===== src/rtl/lsu_pkg.sv =====
`default_nettype none
// ============================================================================
// Module  : lsu_pkg
// Brief   : Shared funct3 size encodings, FSM state type and size helpers
//           for the pipelined load/store unit.
// Revision: 1.0 - initial release
// ============================================================================
package lsu_pkg;

    // RISC-V load/store funct3 encodings
    localparam logic [2:0] LSU_B  = 3'b000;
    localparam logic [2:0] LSU_H  = 3'b001;
    localparam logic [2:0] LSU_W  = 3'b010;
    localparam logic [2:0] LSU_D  = 3'b011;
    localparam logic [2:0] LSU_BU = 3'b100;
    localparam logic [2:0] LSU_HU = 3'b101;
    localparam logic [2:0] LSU_WU = 3'b110;

    typedef enum logic [1:0] {
        IDLE = 2'd0,
        REQ  = 2'd1,
        WAIT = 2'd2,
        RESP = 2'd3
    } lsu_state_e;

    // Byte-lane mask of an access before it is shifted into position
    function automatic logic [7:0] lsu_size_mask(input logic [2:0] funct3);
        logic [7:0] w_mask;
        case (funct3[1:0])
            2'b00:   w_mask = 8'h01;
            2'b01:   w_mask = 8'h03;
            2'b10:   w_mask = 8'h0F;
            default: w_mask = 8'hFF;
        endcase
        return w_mask;
    endfunction

    // Offset bits that must be zero for a naturally aligned access
    function automatic logic [2:0] lsu_align_mask(input logic [2:0] funct3);
        logic [2:0] w_mask;
        case (funct3[1:0])
            2'b00:   w_mask = 3'b000;
            2'b01:   w_mask = 3'b001;
            2'b10:   w_mask = 3'b011;
            default: w_mask = 3'b111;
        endcase
        return w_mask;
    endfunction

endpackage
`default_nettype wire


===== src/rtl/lsu_pipelined_if.sv =====
`default_nettype none
// ============================================================================
// Module  : lsu_pipe_if / lsu_mem_if
// Brief   : Pipeline-side request/response bus and data-memory bus of the
//           load/store unit. master drives requests, slave answers them.
// Revision: 1.0 - initial release
// ============================================================================
interface lsu_pipe_if #(
    parameter int AWIDTH = 32,
    parameter int DWIDTH = 32
);
    logic              req_valid_i;
    logic              req_ready_o;
    logic              req_we_i;
    logic [2:0]        req_funct3_i;
    logic [AWIDTH-1:0] req_addr_i;
    logic [DWIDTH-1:0] req_wdata_i;
    logic [4:0]        req_rd_i;
    logic              resp_valid_o;
    logic [DWIDTH-1:0] resp_data_o;
    logic [4:0]        resp_rd_o;
    logic              resp_misalign_o;
    logic              resp_buserr_o;

    modport master (
        output req_valid_i, req_we_i, req_funct3_i, req_addr_i, req_wdata_i, req_rd_i,
        input  req_ready_o, resp_valid_o, resp_data_o, resp_rd_o, resp_misalign_o, resp_buserr_o
    );

    modport slave (
        input  req_valid_i, req_we_i, req_funct3_i, req_addr_i, req_wdata_i, req_rd_i,
        output req_ready_o, resp_valid_o, resp_data_o, resp_rd_o, resp_misalign_o, resp_buserr_o
    );
endinterface

interface lsu_mem_if #(
    parameter int AWIDTH = 32,
    parameter int DWIDTH = 32
);
    logic                mem_req_o;
    logic                mem_gnt_i;
    logic                mem_we_o;
    logic [AWIDTH-1:0]   mem_addr_o;
    logic [DWIDTH/8-1:0] mem_wstrb_o;
    logic [DWIDTH-1:0]   mem_wdata_o;
    logic                mem_rvalid_i;
    logic [DWIDTH-1:0]   mem_rdata_i;

    modport master (
        output mem_req_o, mem_we_o, mem_addr_o, mem_wstrb_o, mem_wdata_o,
        input  mem_gnt_i, mem_rvalid_i, mem_rdata_i
    );

    modport slave (
        input  mem_req_o, mem_we_o, mem_addr_o, mem_wstrb_o, mem_wdata_o,
        output mem_gnt_i, mem_rvalid_i, mem_rdata_i
    );
endinterface
`default_nettype wire


===== src/rtl/lsu_align.sv =====
`default_nettype none
// ============================================================================
// Module  : lsu_align
// Brief   : Combinational lane logic: store strobe/data shift, legality and
//           alignment check, load data shift and sign/zero extension.
// Revision: 1.0 - initial release
// ============================================================================
module lsu_align
    import lsu_pkg::*;
#(
    parameter int DWIDTH = 32
) (
    input  wire  [2:0]                  i_st_funct3,
    input  wire                         i_st_we,
    input  wire  [$clog2(DWIDTH/8)-1:0] i_st_offset,
    input  wire  [DWIDTH-1:0]           i_st_wdata,
    output logic [DWIDTH/8-1:0]         o_wstrb,
    output logic [DWIDTH-1:0]           o_wdata,
    output logic                        o_misalign,
    input  wire  [2:0]                  i_ld_funct3,
    input  wire  [$clog2(DWIDTH/8)-1:0] i_ld_offset,
    input  wire  [DWIDTH-1:0]           i_rdata,
    output logic [DWIDTH-1:0]           o_ldata
);
    localparam int NB   = DWIDTH / 8;
    localparam int OFFW = $clog2(NB);

    logic [7:0]        w_size_mask;
    logic [2:0]        w_align_mask;
    logic              w_illegal;
    logic [DWIDTH-1:0] w_rshift;

    // Request side: illegal encodings fold into the misalign flag; lanes shift by the byte offset
    always_comb begin
        w_size_mask  = lsu_size_mask(i_st_funct3);
        w_align_mask = lsu_align_mask(i_st_funct3);
        w_illegal    = (i_st_funct3 == 3'b111)
                    || (i_st_we && i_st_funct3[2])
                    || ((DWIDTH == 32) && ((i_st_funct3 == LSU_D) || (i_st_funct3 == LSU_WU)));
        o_misalign   = w_illegal || ((i_st_offset & w_align_mask[OFFW-1:0]) != '0);
        o_wstrb      = w_size_mask[NB-1:0] << i_st_offset;
        o_wdata      = i_st_wdata << {i_st_offset, 3'b000};
    end

    // Response side: bring the addressed bytes to bit 0, then extend to full width
    always_comb begin
        w_rshift = i_rdata >> {i_ld_offset, 3'b000};
        case (i_ld_funct3)
            LSU_B:   o_ldata = DWIDTH'($signed(w_rshift[7:0]));
            LSU_BU:  o_ldata = DWIDTH'(w_rshift[7:0]);
            LSU_H:   o_ldata = DWIDTH'($signed(w_rshift[15:0]));
            LSU_HU:  o_ldata = DWIDTH'(w_rshift[15:0]);
            LSU_W:   o_ldata = DWIDTH'($signed(w_rshift[31:0]));
            LSU_WU:  o_ldata = DWIDTH'(w_rshift[31:0]);
            default: o_ldata = w_rshift;
        endcase
    end

endmodule
`default_nettype wire


===== src/rtl/lsu_pipelined.sv =====
`default_nettype none
// ============================================================================
// Module  : lsu_pipelined
// Brief   : MEM-stage load/store unit with request/grant/response handshake to
//           a variable-latency data memory, misalign and bus-timeout reporting.
// Revision: 1.0 - initial release
// ============================================================================
module lsu_pipelined
    import lsu_pkg::*;
#(
    parameter int AWIDTH         = 32,
    parameter int DWIDTH         = 32,
    parameter int TIMEOUT_CYCLES = 255
) (
    input wire        clk,
    input wire        reset,
    lsu_pipe_if.slave pipe,
    lsu_mem_if.master mem
);
    localparam int NB   = DWIDTH / 8;
    localparam int OFFW = $clog2(NB);
    localparam int CW   = $clog2(TIMEOUT_CYCLES + 1);
    // The counter starts at 0 on the first WAIT cycle, so this value marks the last one
    localparam logic [CW-1:0] C_TIMEOUT_LAST = CW'(TIMEOUT_CYCLES - 1);

    lsu_state_e      r_state;
    logic [2:0]      r_funct3;
    logic            r_we;
    logic [OFFW-1:0] r_offset;
    logic [4:0]      r_rd;
    logic [CW-1:0]   r_cnt;

    logic              w_accept;
    logic [OFFW-1:0]   w_offset;
    logic [AWIDTH-1:0] w_aligned_addr;
    logic [NB-1:0]     w_wstrb;
    logic [DWIDTH-1:0] w_wdata;
    logic [DWIDTH-1:0] w_ldata;
    logic              w_misalign;

    assign w_accept       = pipe.req_valid_i && pipe.req_ready_o;
    assign w_offset       = pipe.req_addr_i[OFFW-1:0];
    assign w_aligned_addr = {pipe.req_addr_i[AWIDTH-1:OFFW], {OFFW{1'b0}}};

    lsu_align #(
        .DWIDTH (DWIDTH)
    ) u_align (
        .i_st_funct3 (pipe.req_funct3_i),
        .i_st_we     (pipe.req_we_i),
        .i_st_offset (w_offset),
        .i_st_wdata  (pipe.req_wdata_i),
        .o_wstrb     (w_wstrb),
        .o_wdata     (w_wdata),
        .o_misalign  (w_misalign),
        .i_ld_funct3 (r_funct3),
        .i_ld_offset (r_offset),
        .i_rdata     (mem.mem_rdata_i),
        .o_ldata     (w_ldata)
    );

    // Access FSM: capture, memory handshake, timeout and the one-cycle response pulse
    always_ff @(posedge clk) begin
        if (reset) begin
            r_state              <= IDLE;
            r_funct3             <= '0;
            r_we                 <= 1'b0;
            r_offset             <= '0;
            r_rd                 <= '0;
            r_cnt                <= '0;
            pipe.req_ready_o     <= 1'b1;
            pipe.resp_valid_o    <= 1'b0;
            pipe.resp_data_o     <= '0;
            pipe.resp_rd_o       <= '0;
            pipe.resp_misalign_o <= 1'b0;
            pipe.resp_buserr_o   <= 1'b0;
            mem.mem_req_o        <= 1'b0;
            mem.mem_we_o         <= 1'b0;
            mem.mem_addr_o       <= '0;
            mem.mem_wstrb_o      <= '0;
            mem.mem_wdata_o      <= '0;
        end else begin
            // Response fields are a pulse: only the cycle entering RESP sets them
            pipe.resp_valid_o    <= 1'b0;
            pipe.resp_data_o     <= '0;
            pipe.resp_rd_o       <= '0;
            pipe.resp_misalign_o <= 1'b0;
            pipe.resp_buserr_o   <= 1'b0;
            case (r_state)
                IDLE: begin
                    if (w_accept) begin
                        r_funct3         <= pipe.req_funct3_i;
                        r_we             <= pipe.req_we_i;
                        r_offset         <= w_offset;
                        r_rd             <= pipe.req_rd_i;
                        pipe.req_ready_o <= 1'b0;
                        if (w_misalign) begin
                            r_state              <= RESP;
                            pipe.resp_valid_o    <= 1'b1;
                            pipe.resp_misalign_o <= 1'b1;
                            pipe.resp_rd_o       <= pipe.req_rd_i;
                        end else begin
                            r_state         <= REQ;
                            mem.mem_req_o   <= 1'b1;
                            mem.mem_we_o    <= pipe.req_we_i;
                            mem.mem_addr_o  <= w_aligned_addr;
                            mem.mem_wstrb_o <= pipe.req_we_i ? w_wstrb : '0;
                            mem.mem_wdata_o <= w_wdata;
                        end
                    end
                end
                REQ: begin
                    if (mem.mem_gnt_i) begin
                        mem.mem_req_o <= 1'b0;
                        if (mem.mem_rvalid_i) begin
                            r_state           <= RESP;
                            pipe.resp_valid_o <= 1'b1;
                            pipe.resp_rd_o    <= r_rd;
                            pipe.resp_data_o  <= r_we ? '0 : w_ldata;
                        end else begin
                            r_state <= WAIT;
                            r_cnt   <= '0;
                        end
                    end
                end
                WAIT: begin
                    if (mem.mem_rvalid_i) begin
                        r_state           <= RESP;
                        pipe.resp_valid_o <= 1'b1;
                        pipe.resp_rd_o    <= r_rd;
                        pipe.resp_data_o  <= r_we ? '0 : w_ldata;
                    end else if (r_cnt == C_TIMEOUT_LAST) begin
                        r_state            <= RESP;
                        pipe.resp_valid_o  <= 1'b1;
                        pipe.resp_rd_o     <= r_rd;
                        pipe.resp_buserr_o <= 1'b1;
                    end else begin
                        r_cnt <= r_cnt + CW'(1);
                    end
                end
                RESP: begin
                    r_state          <= IDLE;
                    pipe.req_ready_o <= 1'b1;
                end
                default: begin
                    r_state          <= IDLE;
                    pipe.req_ready_o <= 1'b1;
                end
            endcase
        end
    end

endmodule
`default_nettype wire


===== src/flat_wrapper.sv =====
// flat-port wrapper written by rule: the top's interface ports become plain ports
module lsu_pipelined_flat import lsu_pkg::*;
#(
    parameter int AWIDTH         = 32,
    parameter int DWIDTH         = 32,
    parameter int TIMEOUT_CYCLES = 255
)
  (clk, reset, pipe_req_valid_i, pipe_req_we_i, pipe_req_funct3_i, pipe_req_addr_i, pipe_req_wdata_i, pipe_req_rd_i, pipe_req_ready_o, pipe_resp_valid_o, pipe_resp_data_o, pipe_resp_rd_o, pipe_resp_misalign_o, pipe_resp_buserr_o, mem_mem_req_o, mem_mem_we_o, mem_mem_addr_o, mem_mem_wstrb_o, mem_mem_wdata_o, mem_mem_gnt_i, mem_mem_rvalid_i, mem_mem_rdata_i);
  lsu_pipe_if #(.AWIDTH(AWIDTH), .DWIDTH(DWIDTH)) pipe_i ();
  lsu_mem_if #(.AWIDTH(AWIDTH), .DWIDTH(DWIDTH)) mem_i ();
  input wire clk;
  input wire reset;
  input wire logic [$bits(pipe_i.req_valid_i)-1:0] pipe_req_valid_i;
  input wire logic [$bits(pipe_i.req_we_i)-1:0] pipe_req_we_i;
  input wire logic [$bits(pipe_i.req_funct3_i)-1:0] pipe_req_funct3_i;
  input wire logic [$bits(pipe_i.req_addr_i)-1:0] pipe_req_addr_i;
  input wire logic [$bits(pipe_i.req_wdata_i)-1:0] pipe_req_wdata_i;
  input wire logic [$bits(pipe_i.req_rd_i)-1:0] pipe_req_rd_i;
  output wire logic [$bits(pipe_i.req_ready_o)-1:0] pipe_req_ready_o;
  output wire logic [$bits(pipe_i.resp_valid_o)-1:0] pipe_resp_valid_o;
  output wire logic [$bits(pipe_i.resp_data_o)-1:0] pipe_resp_data_o;
  output wire logic [$bits(pipe_i.resp_rd_o)-1:0] pipe_resp_rd_o;
  output wire logic [$bits(pipe_i.resp_misalign_o)-1:0] pipe_resp_misalign_o;
  output wire logic [$bits(pipe_i.resp_buserr_o)-1:0] pipe_resp_buserr_o;
  output wire logic [$bits(mem_i.mem_req_o)-1:0] mem_mem_req_o;
  output wire logic [$bits(mem_i.mem_we_o)-1:0] mem_mem_we_o;
  output wire logic [$bits(mem_i.mem_addr_o)-1:0] mem_mem_addr_o;
  output wire logic [$bits(mem_i.mem_wstrb_o)-1:0] mem_mem_wstrb_o;
  output wire logic [$bits(mem_i.mem_wdata_o)-1:0] mem_mem_wdata_o;
  input wire logic [$bits(mem_i.mem_gnt_i)-1:0] mem_mem_gnt_i;
  input wire logic [$bits(mem_i.mem_rvalid_i)-1:0] mem_mem_rvalid_i;
  input wire logic [$bits(mem_i.mem_rdata_i)-1:0] mem_mem_rdata_i;
  assign pipe_i.req_valid_i = pipe_req_valid_i;
  assign pipe_i.req_we_i = pipe_req_we_i;
  assign pipe_i.req_funct3_i = pipe_req_funct3_i;
  assign pipe_i.req_addr_i = pipe_req_addr_i;
  assign pipe_i.req_wdata_i = pipe_req_wdata_i;
  assign pipe_i.req_rd_i = pipe_req_rd_i;
  assign pipe_req_ready_o = pipe_i.req_ready_o;
  assign pipe_resp_valid_o = pipe_i.resp_valid_o;
  assign pipe_resp_data_o = pipe_i.resp_data_o;
  assign pipe_resp_rd_o = pipe_i.resp_rd_o;
  assign pipe_resp_misalign_o = pipe_i.resp_misalign_o;
  assign pipe_resp_buserr_o = pipe_i.resp_buserr_o;
  assign mem_mem_req_o = mem_i.mem_req_o;
  assign mem_mem_we_o = mem_i.mem_we_o;
  assign mem_mem_addr_o = mem_i.mem_addr_o;
  assign mem_mem_wstrb_o = mem_i.mem_wstrb_o;
  assign mem_mem_wdata_o = mem_i.mem_wdata_o;
  assign mem_i.mem_gnt_i = mem_mem_gnt_i;
  assign mem_i.mem_rvalid_i = mem_mem_rvalid_i;
  assign mem_i.mem_rdata_i = mem_mem_rdata_i;
  lsu_pipelined #(.AWIDTH(AWIDTH), .DWIDTH(DWIDTH), .TIMEOUT_CYCLES(TIMEOUT_CYCLES)) u_core (.clk(clk), .reset(reset), .pipe(pipe_i), .mem(mem_i));
endmodule

===== config.mk =====
export PLATFORM = sky130hd
export DESIGN_NAME = lsu_pipelined_flat
export DESIGN_NICKNAME = d
export VERILOG_FILES = /design/src/rtl/lsu_pkg.sv /design/src/rtl/lsu_pipelined_if.sv /design/src/rtl/lsu_align.sv /design/src/rtl/lsu_pipelined.sv /design/src/flat_wrapper.sv
export SDC_FILE = /design/constraint.sdc
export NUM_CORES = 1
export LEC_CHECK = 0
export CAP_MARGIN = 20
export CORE_UTILIZATION = 40
export CTS_CLUSTER_SIZE = 40
export DETAILED_ROUTE_END_ITERATION = 10
export GPL_TIMING_DRIVEN = 0
export PLACE_DENSITY = 0.76
export SYNTH_ARGS = -nofsm -noshare
export SYNTH_HDL_FRONTEND = slang
export SYNTH_HIERARCHICAL = 1
export SYNTH_SLANG_ARGS = --single-unit
export TNS_END_PERCENT = 100

===== constraint.sdc =====
create_clock -name clk -period 1.85 [get_ports clk]
set_input_delay 0.185 -clock clk [delete_from_list [all_inputs] [get_ports clk]]
set_output_delay 0.185 -clock clk [all_outputs]
set_load 0.02 [all_outputs]

==> out/summary.txt <==
Outcome -> finished clean
Core area -> 0.0141 mm^2
Power per cell area -> 983 mW/mm^2
Cell Area, Synth -> 0.00588 mm^2
Asr flop ratio synth -> 0
Via count of the routed design -> 5932
# diodes -> 0
Least-Margin Pin Slew -> 0.591 ns
Reg area -> 0.00261 mm^2
Final Max Slew Viols -> 0
Fmax -> 554 MHz
CP Data Arrival Time -> 2.16 ns
CTS buffer count -> 17
Clock Latency Late Sink -> 0.42 ns
Site Rows -> 43
Dominant synthesized flop cell -> dfxtp_1
Peak fanout along the critical path -> 6
Initial antenna violation count -> 0
1st-pass router iterations -> 5
# fillers -> 1220
Post-route DRC violation count -> 0
Area grow syn2layout -> 54.0%
Most common cell after layout, fill and taps aside -> clkdlybuf4s50_1
Clk Tree Root Cell -> clkbuf_16
Area after DPL -> 0.00830 mm^2
Worst hold start -> pipe_req_addr_i[0]
DRT Wirelength -> 18500 um
Met1 GRT Util -> 0.288
GRT met2 Usage -> 0.401
Syn Area/Cell -> 8.11 um^2
DIE AREA -> 0.0152 mm^2
Top Ports -> 221
Maximum vdd drop -> 0.658 mV
Tcrit/Tclk final -> 0.976
Synth cell types -> 47
Global route overflow -> 0
Hold depth -> 3
Port buffer count -> 218
Avg WL per Cell -> 16.0 um
Post-route ant nets -> 0
Fraction of layout cells with a size suffix above 1 -> 0.112
Synthesis-stage register bit count -> 130
Vias in the first global route -> 5647
Fin cells -> 1160
Die width -> 123 um
EDFF count, synth -> 0
Critical path type -> flip-flop to flip-flop
Worst Hold Class -> input port to flip-flop
Gr usage total -> 0.247
Final Hold Viols -> 0
Die H -> 123 um
Critical R2R Launch -> u_core/r_state[1]
Worst Setup End Kind -> flip-flop
Worst path required time -> 2.20 ns
Register area share after synthesis -> 0.442
Layout Nets -> 1084
First-pass GRT wire length -> 28400 um
Initial core utilization -> 0.417
Hold worst-path end -> u_core/r_offset[0]
Post-CTS Hold Buffers -> 0
CTS HTree Levels -> 4
Clock Skew -> 0.00655 ns
Met3 Use GR -> 0.0992
Final setup fails -> 0
Yosys warnings -> 6
Vias per Instance -> 5.11
Placed Cells -> 1125
CP Launch Type -> flip-flop
Detailed placement HPWL -> 13900 um
Worst Reg-to-Reg Cells -> 6
Area of the multi-input gates -> 0.00313 mm^2
Power, Total -> 0.00891 W
Relative slew slack -> 0.606
Synth Instances -> 726
CTS Buffer Depth -> 2
Most frequent cells in the layout -> clkdlybuf4s50_1 (217), nand2_1 (170), dfxtp_1 (128)
Post-route design area -> 0.00906 mm^2
TritonCTS clock tree -> built
Minimum clock period -> 1.81 ns
Static Leak -> 3.26 nW
RSZ-0062 raised after global routing -> yes
R2r setup slk -> 0.04 ns
Capturing point of the worst reg2reg path -> u_core/r_cnt[1]
Initial DRC count -> 289
Clock transition at the registers of the reported paths -> 0.06 ns
MaxCap Viol Count -> 0
Busiest grt layer -> met2
Largest net degree at the start of global routing -> 17
CTS Sinks -> 130
Final GP Congestion -> 0.889
## how the worst max path moves through the flow
stage | start | to | cells past startpoint
6_report | u_core/r_state[1] | u_core/r_cnt[1] | 6
5_1_grt | u_core/r_state[1] | u_core/r_cnt[0] | 6
4_1_cts | u_core/r_state[1] | u_core/r_cnt[7] | 6
3_5_place_dp | pipe_req_addr_i[0] | u_core/mem.mem_wdata_o[22] | 11
3_3_place_gp | pipe_req_addr_i[0] | u_core/mem.mem_wdata_o[19] | 11
2_1_floorplan | u_core/r_state[1] | u_core/r_cnt[1] | 7
## synth_stat cells, types with 2 or more instances
master | instances | share of area
clkbuf_1 | 31 | 0.020
nor2b_1 | 20 | 0.021
nand2_1 | 170 | 0.11
nor2_1 | 25 | 0.016
nor3_1 | 3 | 0.0026
nand4_1 | 3 | 0.0032
ha_1 | 7 | 0.015
nor4_1 | 4 | 0.0043
and2_1 | 41 | 0.044
mux2i_1 | 35 | 0.060
nand3_1 | 6 | 0.0051
buf_4 | 4 | 0.0051
buf_1 | 4 | 0.0026
o22ai_1 | 10 | 0.011
nand2b_1 | 4 | 0.0043
a22oi_1 | 5 | 0.0064
buf_2 | 13 | 0.011
o2bb2ai_1 | 8 | 0.012
a311oi_1 | 2 | 0.0030
dfxtp_1 | 130 | 0.44
a211oi_1 | 15 | 0.019
or2_2 | 11 | 0.012
o21ai_0 | 16 | 0.014
o31ai_1 | 3 | 0.0038
buf_6 | 2 | 0.0038
a21oi_1 | 120 | 0.10
or4_1 | 3 | 0.0038
mux2_4 | 2 | 0.0051
or4b_1 | 2 | 0.0034
or3_1 | 5 | 0.0053
inv_1 | 6 | 0.0038
## layer usage
metal	part of all wire	routed length [um]
met2	0.47	8740
met4	0.020	365
met1	0.41	7510
met3	0.10	1910
met5	0	0
## worst max-delay path, cell delays in order, from the launching register on
cell     delay, ns
dfxtp_4       0.38
inv_4         0.05
ha_4          0.17
nor2b_4       0.13
or3_4         0.40
or4b_4        0.50
a21oi_2       0.12
## power by group
part	total (W)	internal, W	switching, W
Sequential	0.00319	0.00304	0.000150
Combinational	0.00268	0.00124	0.00144
Clock	0.00305	0.00178	0.00127
## layout make-up
cell class | count | share of cell area
sequential | 130 | 0.288
timing repair buffer | 224 | 0.246
tap | 180 | 0.0248
multi-input combinational | 536 | 0.346
clock buffer | 20 | 0.0504
inverter | 6 | 0.00276
buffer | 52 | 0.0337
clock inverter | 12 | 0.00925
## repair_timing
item                       4_1_cts  5_1_grt
setup buffers                    2        4
setup endpoints to repair      121       77
gates resized for setup         39       28
pin swaps                        3        4
## through the flow
stage / hold WS [ns] / setup TNS (ns) / util / setup WS, ns
after floorplan: 0.264 / 0 / - / 0.00877
after global placement: 0.441 / -76.50 / 0.589 / -1.01
after detailed placement: 0.446 / -78.79 / 0.589 / -1.07
after CTS: 0.218 / -0.0378 / 0.635 / -0.0277
after global routing: 0.249 / -0.0495 / 0.643 / -0.0224
final: 0.245 / 0 / 0.643 / 0.0435
## cell families after synthesis
kind of cell	count (synthesis)	share of synthesized area
buffers and inverters	61	0.0470
xor gates and xnor gates	1	0.00149
adders and majority gates	7	0.0149
and+or+nand+nor	305	0.245
DFF	130	0.442
muxes	38	0.0666
AOI/OAI and AO/OA	183	0.182
other	1	0.000637
## flip-flops by register name, summed over array words and instances (netlist names)
register,cells
u_core/mem.mem_wstrb_o,4
u_core/pipe.resp_buserr_o,1
u_core/pipe.req_ready_o,1
u_core/r_rd,5
u_core/mem.mem_addr_o,30
u_core/r_offset,2
u_core/r_we,1
u_core/pipe.resp_valid_o,1
u_core/mem.mem_req_o,1
u_core/r_cnt,8
u_core/r_state,2
u_core/pipe.resp_rd_o,5
u_core/r_funct3,3
u_core/mem.mem_we_o,1
u_core/mem.mem_wdata_o,32
u_core/pipe.resp_data_o,32
u_core/pipe.resp_misalign_o,1
No activity file was read; power rests on OpenSTA's default activity.
